<file path="src/rtl/sseg_scan_ctrl.sv">
// Scan controller sharing one BCD-to-seven-segment decoder across N_DIGITS
// common-anode digits. Frame data is double-buffered and committed only at frame boundaries.
module sseg_scan_ctrl #(
  parameter int N_DIGITS    = 4,
  parameter int REFRESH_DIV = 50000,
  parameter int CNT_W       = 16
) (
  input  logic                  clk,
  input  logic                  reset,
  input  logic                  wr_valid,
  output logic                  wr_ready,
  input  logic [4*N_DIGITS-1:0] wr_digits,
  input  logic [N_DIGITS-1:0]   wr_dp,
  input  logic                  blank,
  output logic [3:0]            bcd_digit,
  output logic                  dp,
  output logic [N_DIGITS-1:0]   anode,
  output logic                  frame_tick
);

  localparam int               IDX_W    = $clog2(N_DIGITS);
  localparam logic [CNT_W-1:0] CNT_LAST = CNT_W'(REFRESH_DIV - 1);
  localparam logic [IDX_W-1:0] IDX_LAST = IDX_W'(N_DIGITS - 1);

  logic [CNT_W-1:0]      cnt;
  logic [IDX_W-1:0]      idx;
  logic                  tick;
  logic                  boundary;
  logic                  wr_fire;
  logic [N_DIGITS-1:0]   sel_onehot;

  logic [4*N_DIGITS-1:0] active_digits;
  logic [N_DIGITS-1:0]   active_dp;
  logic [4*N_DIGITS-1:0] pend_digits;
  logic [N_DIGITS-1:0]   pend_dp;
  logic                  pend_valid;

  assign tick       = (cnt == CNT_LAST);
  assign boundary   = tick && (idx == IDX_LAST);
  assign wr_ready   = ~pend_valid;
  assign wr_fire    = wr_valid && wr_ready;
  assign sel_onehot = N_DIGITS'(1) << idx;

  // Refresh divider and scan index.
  // NOTE: every register here uses <=, so all processes sample the pre-edge idx and cnt.
  always_ff @(posedge clk) begin
    if (reset) begin
      cnt <= '0;
      idx <= '0;
    end else begin
      cnt <= tick ? '0 : cnt + 1'b1;
      if (tick) begin
        idx <= (idx == IDX_LAST) ? '0 : idx + 1'b1;
      end
    end
  end

  // A write and a commit can never coincide on a full buffer because wr_ready is low then;
  // a write landing on a boundary with an empty buffer waits for the next boundary.
  always_ff @(posedge clk) begin
    if (reset) begin
      active_digits <= '0;
      active_dp     <= '0;
      pend_valid    <= 1'b0;
    end else if (boundary && pend_valid) begin
      active_digits <= pend_digits;
      active_dp     <= pend_dp;
      pend_valid    <= 1'b0;
    end else if (wr_fire) begin
      pend_valid    <= 1'b1;
    end
  end

  // NOTE: the pending payload is not reset; it is only ever consumed behind pend_valid.
  always_ff @(posedge clk) begin
    if (wr_fire) begin
      pend_digits <= wr_digits;
      pend_dp     <= wr_dp;
    end
  end

  // Registered decoder and anode drive, one cycle behind idx.
  always_ff @(posedge clk) begin
    if (reset) begin
      anode      <= '1;
      bcd_digit  <= '0;
      dp         <= 1'b0;
      frame_tick <= 1'b0;
    end else begin
      anode      <= blank ? '1 : ~sel_onehot;
      bcd_digit  <= active_digits[{idx, 2'b00} +: 4];
      dp         <= active_dp[idx];
      frame_tick <= boundary;
    end
  end

endmodule

</file>
<file path="config.mk">
export PLATFORM = sky130hd
export DESIGN_NAME = sseg_scan_ctrl
export DESIGN_NICKNAME = d
export VERILOG_FILES = /design/src/rtl/sseg_scan_ctrl.sv
export SDC_FILE = /design/constraint.sdc
export NUM_CORES = 1
export LEC_CHECK = 0
export BUFFER_PORTS_ARGS = -buffer_cell sky130_fd_sc_hd__clkbuf_2
export CORE_MARGIN = 2
export CORE_UTILIZATION = 46
export DETAILED_ROUTE_END_ITERATION = 10
export PLACE_DENSITY = 0.75
export SLEW_MARGIN = 0
export SYNTH_ARGS = -nofsm -noshare
export SYNTH_HDL_FRONTEND = slang
export SYNTH_SLANG_ARGS = --single-unit
</file>
<file path="constraint.sdc">
create_clock -name clk -period 4.2 [get_ports clk]
set_input_delay 0.63 -clock clk [delete_from_list [all_inputs] [get_ports clk]]
set_output_delay 0.63 -clock clk [all_outputs]
set_load 0.02 [all_outputs]
</file>
After elaboration in Yosys (flattened, before gate mapping):

Cells that the tools add are included.

* memories: 0
* memory bits (writable): 0
* memory bits (read-only): 0
* input bits: 24
* output and inout port bits: 11
* word-level logic and storage cells: 29
* register bits: 69
* bits in latches: 0

* equal/unequal tests: 2
* add/sub/neg operators: 2
* muxes and demuxes: 3
* bitwise gates (word level): 2
* divide/modulo/power cells: 0
* reduce and logical (&&, ||, !) cells: 6
* order comparisons: 1
* shift-type cells: 2
* multiply operators: 0

Operators with widths (count)
* adder 16 x 1 -> 16 bit, second input constant: 1
* equality test 16 bit, second input constant: 1
* variable part select 16 x 5 -> 4 bit: 1
* OR reduction 2 bit: 3
* NOT 4 bit: 1
* left shift 1 x 2 -> 4 bit, first input constant: 1
* logical AND 1 bit: 3
* less-than comparator 2 x 3 -> 1 bit, second input constant: 1
* adder 2 x 1 -> 2 bit, second input constant: 1
* binary-select mux 1 bit (select 2 bit): 1
* equality test 2 bit, second input constant: 1
* two-way mux 2 bit: 1
* two-way mux 1 bit: 1
* NOT 1 bit: 1

Logic depth before layout (Yosys ltp):

Gate-level depths: netlist of run 1.

* depth after elaboration: 4
* gate-level depth with buffers: 6
* mapped depth without buffers: 5

Least setup slack after synthesis of run 1:

Ideal clock, no wire load.

* path type: input to register
* from: in wr_valid
* to: reg pend_digits[0] (enable)
* cell stages on the path: 1
* data arrival time: 1.565 ns
* buffers on the path: 0
* path slack: 2.236 ns
* library setup time: 0.399 ns
* required time: 3.801 ns
* path through: nor2b_1

* longest elaborated chain between the ends: 1

RTL lines
* start, declared: RTL line 10 `input logic wr_valid,`
* logical AND 1 bit: RTL line 41 `assign wr_fire = wr_valid && wr_ready;`
* end signal, assigned: RTL line 77 `pend_digits <= wr_digits;`
* end, declared: RTL line 34 `logic [4*N_DIGITS-1:0] pend_digits;`

No other way between the ends.
A chain may end at the register's enable or synchronous reset.

Worst setup path after layout of run 1:

* from: reg cnt[0]
* to: reg cnt[7]

* longest elaborated chain between the ends: 2
* elaborated cells on any way between the ends: 3
* those cells by class: add/sub: 1; eq/ne: 1; reduce/logical: 1

RTL lines
* start, declared: RTL line 25 `logic [CNT_W-1:0] cnt;`
* start signal, assigned: RTL line 51 `cnt <= tick ? '0 : cnt + 1'b1;`
* branches (longest 2 deep; another with adder 16 x 1 -> 16 bit)

Several ways; the timed one is not identified.

==> impl_metrics.tcl, run 1 <==
set metrics [dict create \
    status "finished clean" \
    max_freq_ghz 0.559 \
    fin_nets 300 \
    root_buffer "clkbuf_8" \
    synth.distinct_cells 29 \
    cts_hold_fix_bufs 0 \
    initial_core_util_pct 47.2 \
    tightest_pin_transition_ns 0.957 \
    yosys_warnings 0 \
    intPower_uw 1010 \
    slew_viol_final 0 \
    period_needed_ns 1.79 \
    post_drt_wl_per_cell_um 12.0 \
    route.detailed.drc 0 \
    setup_tns_ns 0 \
    crit_required_ns 4.40 \
    critical_path.slowest_cell "nand2b_1" \
    drt_wl_total_um 4200 \
    first_global_vias 1645 \
    postSynthCellCount 235 \
    use_met1_pct 16.8 \
    clockBufferDepth 2 \
    grt_pass1_wl_um 7170 \
    syn_area_per_cell_um2 11.8 \
    worst-path-buf-inv 0 \
    insertedDiodeCount 0 \
    worstSetupStartpointType "flop" \
    mostFrequentLayoutCell "dfxtp_1" \
    portBuffers 34 \
    max_slew_margin_pct 35.9 \
    met2_usage_pct 23.6 \
    initialDrtViolationCount 50 \
    static-leakage-power_uw 0.00114 \
    synth_sequential_area_ratio_pct 57.3 \
    min-delay-path-class "input pin to flop" \
    clock_skew_ns 0.00933 \
    critical-path-top-delay-family "simple AND/OR/NAND/NOR gates" \
    grt_start_max_net_pins 53 \
    place.gp.congestion 0.745 \
    layout-drive-gt1-share_pct 21.7 \
    power_density_mw_per_mm2 402 \
    htreeDepth 3 \
    post_cts_buffers 0 \
    number_of_clock_sinks_seen_by_cts 69 \
    drt-vias-per-instance 4.79 \
    report.final.hold_viol_count 0 \
    regToRegStartpoint "cnt[0]$_SDFF_PP0_" \
    p_sw_share_pct 20.8 \
    top_usage_layer "met2" \
    crit_type "flop to flop" \
    routed-via-count 1680 \
    power_frac_comb_pct 3.2 \
    max_cap_viol_count 0 \
    grt_setup_unrepaired "no" \
    syn-cell-area_mm2 0.00276 \
    synth-seq-cells 69 \
    peakVddDrop_mv 0.275 \
    post_cts_resize_count 0 \
    height_of_the_die_um 81.5 \
    initial_antenna_violation_count 0 \
    worst_skew_pair.late_latency_ns 0.34 \
    numPlacedInstances 335 \
    dr.pass1.iters 4 \
    final.hold.worst_slack_ns 0.462 \
    worstHoldStart "wr_dp[2]" \
    syn2layout_area_growth_pct 15.0 \
    io_pins 35 \
    cp_slowest_stage_delay_ns 0.48 \
    endpoint_kind "flop" \
    ff_latch_area_mm2 0.00158 \
    final-setup-viol-count 0 \
    cp_data_arrival_time_ns 1.99 \
    layout_common_cells "49 x dfxtp_1, 41 x nand2b_1, 34 x clkbuf_2" \
    drt.antenna.violating_nets 0 \
    finish.cell_count_without_fillers 351 \
    dieArea_mm2 0.00664 \
    grt_util_all_layers_pct 14.7 \
    grt.overflow.total 0 \
    power_switching_uw 266 \
    multiInputGateArea_mm2 0.00110 \
    final_min_period_over_clock_period_pct 42.6 \
    rows 28 \
    filler_cell_count 505 \
    dieWidth_um 81.5 \
    seq_power_share_pct 55.4 \
    clockPowerShare_pct 41.4 \
    timing.critical_path.cells "ha_1 > and3_1 > nand4_1 > nand2b_1 > nor2_1" \
    place.detailed.hpwl_um 2860 \
    synth_nets 264 \
    clk_pin_slew_ns 0.07 \
    core_mm2 0.00585 \
    cts_buffers 9 \
    critical_path_fanout_max 15 \
    cts_tree "yes" \
    global_route.usage.met3_pct 6.26 \
    critPathLaunch "cnt[0]$_SDFF_PP0_" \
]
[final timing paths]
check                              end  depth (start not counted)  slack [ns]
setup / recovery     cnt[7]$_SDFF_PP0_                          5        2.41
hold / removal    pend_dp[2]$_DFFE_PP_                          1        0.46
setup reg to reg     cnt[7]$_SDFF_PP0_                          5        2.41
hold reg to reg      cnt[0]$_SDFF_PP0_                          1        0.46
[state kept, by name (all words and copies together) (netlist names), 2 cells and up]
signal and cells:
active_digits 16, active_dp 4, anode 4, bcd_digit 4
cnt 16, idx 2, pend_digits 16, pend_dp 4
[cell families (layout without fill, tap and decap cells)]
logic type	count (synthesis)	count (layout)	share of synthesized area [%]
AOI/OAI and AO/OA	1	1	0.181
muxes	26	26	11.7
adders and majority gates	5	5	2.27
DFF	69	69	57.3
xor gates and xnor gates	14	14	4.44
and+or+nand+nor	104	104	21.2
buffers and inverters	16	57	2.95
[cells in the mapped netlist]
cell type	instances	area, um2
dfxtp_1	49	981
nand2b_1	41	257
nor2_1	22	82.6
mux2i_1	21	210
edfxtp_1	20	601
xnor2_1	12	105
nand2_1	9	33.8
inv_1	6	22.5
nor2b_1	6	37.5
clkbuf_1	5	18.8
ha_1	5	62.6
mux4_2	5	113
nand3_1	5	25.0
nand4_1	4	25.0
nor3_1	4	20.0
nor4_1	4	25.0
and3_1	2	12.5
buf_2	2	10.0
buf_6	2	22.5
xor2_1	2	17.5
a21oi_1	1	5.00
and4b_1	1	10.0
and4bb_2	1	12.5
buf_4	1	7.51
nand4_2	1	12.5
nor2_2	1	6.26
nor3b_1	1	7.51
nor4_2	1	12.5
or3_1	1	6.26
[worst register-to-register path, stage by stage (launching register included)]
cell and delay (ns):
dfxtp_1 0.37, ha_1 0.25, and3_1 0.24, nand4_1 0.22, nand2b_1 0.48, nor2_1 0.11
[layer usage]
metal	up-vias	wire, um
li1	871	-
met1	768	1890
met4	0	82
met3	9	214
met2	32	2010
met5	-	0
[stage by stage]
step           cell area, um2  utilization, %  worst slack (ns)  total power [uW]
4_1_cts                  3180            54.3              2.38              1300
5_1_grt                  3180            54.3              2.18              1330
2_1_floorplan            2760               -              2.24               748
3_5_place_dp             2980            50.9              2.18               766
6_report                 3180            54.3              2.41              1280
3_3_place_gp             2980            50.9              2.22               764
[power by group through the flow]
stage	registers, uW	clock network (uW)	logic, uW
after floorplan	721	0	26.1
after global placement	723	0	41.0
after detailed placement	723	0	42.3
after CTS	708	549	42.3
after global routing	709	576	47.5
final	708	529	41.4
[layout make-up]
type | count | area share (%)
Sequential cell | 69 | 49.8
Multi-Input combinational cell | 150 | 34.7
Timing Repair Buffer | 35 | 5.59
Clock buffer | 11 | 4.45
Tap cell | 75 | 2.95
Clock inverter | 5 | 1.85
Inverter | 6 | 0.709
(Power assumes the default switching activity.)
==> inputs of run 2 (changes only) <==
--- a/config.mk
+++ b/config.mk
@@ -9,7 +9,7 @@
 export CORE_MARGIN = 2
 export CORE_UTILIZATION = 46
 export DETAILED_ROUTE_END_ITERATION = 10
-export PLACE_DENSITY = 0.75
+export PLACE_DENSITY = 0.77
 export SLEW_MARGIN = 0
 export SYNTH_ARGS = -nofsm -noshare
 export SYNTH_HDL_FRONTEND = slang
==> constraint.sdc (replaced) <==
create_clock -name clk -period 1.64 [get_ports clk]
set_input_delay 0.246 -clock clk [delete_from_list [all_inputs] [get_ports clk]]
set_output_delay 0.246 -clock clk [all_outputs]
set_load 0.02 [all_outputs]
==> run 2 against run 1 <==
Against the previous run: clock power increased by 110%; routed wire length is 12% higher; largest power group unchanged; critical endpoint is now active_digits[0]$_SDFFE_PP0P_; register-to-register slack lost 2.4 ns; design area grew 4.7%; total power grew 140%; final cell count grew 3.1%; die area stayed put.
==> impl_metrics.tcl, run 2 (synthesized netlist as in run 1, its figures left out) <==
set metrics [dict create \
    period_needed_ns 1.61 \
    initial_core_util_pct 47.2 \
    worst-r2r-cell-count 5 \
    syn2layout_area_growth_pct 20.4 \
    reg2reg_to "active_digits[0]$_SDFFE_PP0P_" \
    insertedDiodeCount 0 \
    p_sw_share_pct 21.7 \
    final.setup.worst_slack_ns 0.0295 \
    intPower_uw 2390 \
    grt_setup_unrepaired "yes" \
    wirelength_met1_um 2140 \
    drt.antenna.violating_nets 0 \
    hold-path-endpoint "pend_digits[15]$_DFFE_PP_" \
    critical_path_fanout_max 5 \
    min-delay-path-class "input pin to flop" \
    place.gp.congestion 0.806 \
    max_slew_margin_pct 72.5 \
    power_switching_uw 662 \
    drt_wl_total_um 4720 \
    placement.cell_area_mm2 0.00306 \
    timing.critical_path.cells "nor4_4 > nand4_1 > nor2_4 > clkbuf_16 > mux2i_1" \
    setup_tns_ns 0 \
    height_of_the_die_um 81.5 \
    grt_start_max_net_pins 31 \
    min_path_cells 1 \
    route.detailed.drc 0 \
    final-setup-viol-count 0 \
    layout-drive-gt1-share_pct 27.2 \
    post_cts_resize_count 0 \
    regToRegStartpoint "cnt[13]$_SDFF_PP0_" \
    peakVddDrop_mv 0.851 \
    place.detailed.hpwl_um 3120 \
    detailroute.wirelength.met2_um 2240 \
    cts_tree "yes" \
    clockBufferDepth 2 \
    endpoint_kind "flop" \
    clockPowerShare_pct 36.5 \
    status "finished clean" \
    worstSetupStartpointType "flop" \
    cp_data_arrival_time_ns 1.87 \
    cp_slowest_stage_delay_ns 0.35 \
    static-leakage-power_uw 0.00121 \
    met3_wirelength_from_detailed_routing_um 248 \
    io_pins 35 \
    initialDrtViolationCount 75 \
    critical_path.slowest_cell "dfxtp_2" \
    crit_type "flop to flop" \
    first_global_vias 1657 \
    filler_cell_count 470 \
    worstHoldStart "wr_digits[15]" \
    root_buffer "clkbuf_8" \
    power_frac_comb_pct 4.0 \
    grt_pass1_wl_um 7470 \
    worst_skew_pair.late_latency_ns 0.33 \
    regToRegSetupSlack_ns 0.03 \
    max_freq_ghz 0.621 \
    portBuffers 34 \
    rows 28 \
    number_of_clock_sinks_seen_by_cts 69 \
    max_cap_viol_count 0 \
    report.final.hold_viol_count 0 \
    clock_skew_ns 0.00354 \
    dr.max_layer_used "met4" \
    core_mm2 0.00585 \
    htreeDepth 3 \
    dieArea_mm2 0.00664 \
    post_cts_buffers 0 \
    power_density_mw_per_mm2 917 \
    fin_nets 311 \
    dpl_worst_slack_ns 0.0945 \
    cts_buffers 9 \
    dr.pass1.iters 4 \
    grt_util_all_layers_pct 15.2 \
    grt.overflow.total 0 \
    final_min_period_over_clock_period_pct 98.2 \
    seq_power_share_pct 59.5 \
    drt-vias-per-instance 4.82 \
    cts_hold_fix_bufs 0 \
    clk_pin_slew_ns 0.07 \
    layout_common_cells "43 x dfxtp_1, 41 x nand2b_1, 34 x clkbuf_2" \
    crit_required_ns 1.90 \
    post_drt_wl_per_cell_um 13.0 \
    slew_viol_final 0 \
    routed-via-count 1746 \
    dieWidth_um 81.5 \
    initial_antenna_violation_count 0 \
    stdcell_area_mm2 0.00333 \
    mostFrequentLayoutCell "dfxtp_1" \
    tightest_pin_transition_ns 0.412 \
    largestRegisters "active_digits x16, cnt x16, pend_digits x16" \
]
## run 2: cell count changes in the layout (fill, tap and decap cells not counted), sizes merged
cell	previous run	this run
buf	1	10
inv	7	6
clkinvlp	2	1
clkinv	1	5
bufinv	1	0
clkbuf	45	46
## run 2: routing by layer
| metal | vias to the layer above | global-route usage, % |
|---|---|---|
| li1 | 892 | - |
| met4 | 0 | 6.10 |
| met5 | - | 0 |
| met3 | 8 | 6.59 |
| met2 | 46 | 23.0 |
| met1 | 800 | 19.2 |
## run 2: layout make-up
class / count / area (um2) / area share [%]
well taps: 75 / 93.8 / 2.82
clock buffers: 10 / 128 / 3.84
flip-flops and latches: 69 / 1590 / 47.9
multi-input cells: 150 / 1140 / 34.2
clock inverters: 6 / 30.0 / 0.903
inverters: 6 / 22.5 / 0.677
repair buffers: 46 / 324 / 9.74
## run 2: worst max-delay path, delay by kind of cell (launching register included)
kind	cells	cell delay [ns]
AND/OR/NAND/NOR	3	0.79
flip-flops	1	0.35
buffers and inverters	1	0.21
multiplexers	1	0.19
## run 2: per-stage QoR
step	instances	hold slack, ns	power, uW	util (%)
after floorplan	235	0.345	1910	-
after global placement	343	0.423	1970	52.3
after detailed placement	343	0.425	1970	52.3
after CTS	359	0.0655	3080	55.0
after global routing	362	0.0596	3200	56.8
final	362	0.0832	3050	56.8
## run 2: power groups by stage
| stage | combinational [uW] | clock, uW | sequential (uW) |
|---|---|---|---|
| finish | 121 | 1110 | 1820 |
| floorplan | 67.4 | 0 | 1850 |
| detailed placement | 120 | 0 | 1850 |
| global route | 139 | 1240 | 1820 |
| global placement | 118 | 0 | 1850 |
| CTS | 120 | 1150 | 1810 |
## run 2: how the worst max path moves through the flow
| stage | startpoint | end | slack, ns | depth (start not counted) |
|---|---|---|---|---|
| 4_1_cts | cnt[0]$_SDFF_PP0_ | active_digits[3]$_SDFFE_PP0P_ | 0.09 | 6 |
| 6_report | cnt[13]$_SDFF_PP0_ | active_digits[0]$_SDFFE_PP0P_ | 0.03 | 5 |
| 3_3_place_gp | cnt[0]$_SDFF_PP0_ | active_digits[14]$_SDFFE_PP0P_ | 0.15 | 6 |
| 3_5_place_dp | cnt[0]$_SDFF_PP0_ | active_digits[3]$_SDFFE_PP0P_ | 0.09 | 6 |
| 2_1_floorplan | cnt[0]$_SDFF_PP0_ | active_digits[10]$_SDFFE_PP0P_ | 0.16 | 6 |
| 5_1_grt | cnt[13]$_SDFF_PP0_ | active_digits[9]$_SDFFE_PP0P_ | -0.04 | 5 |
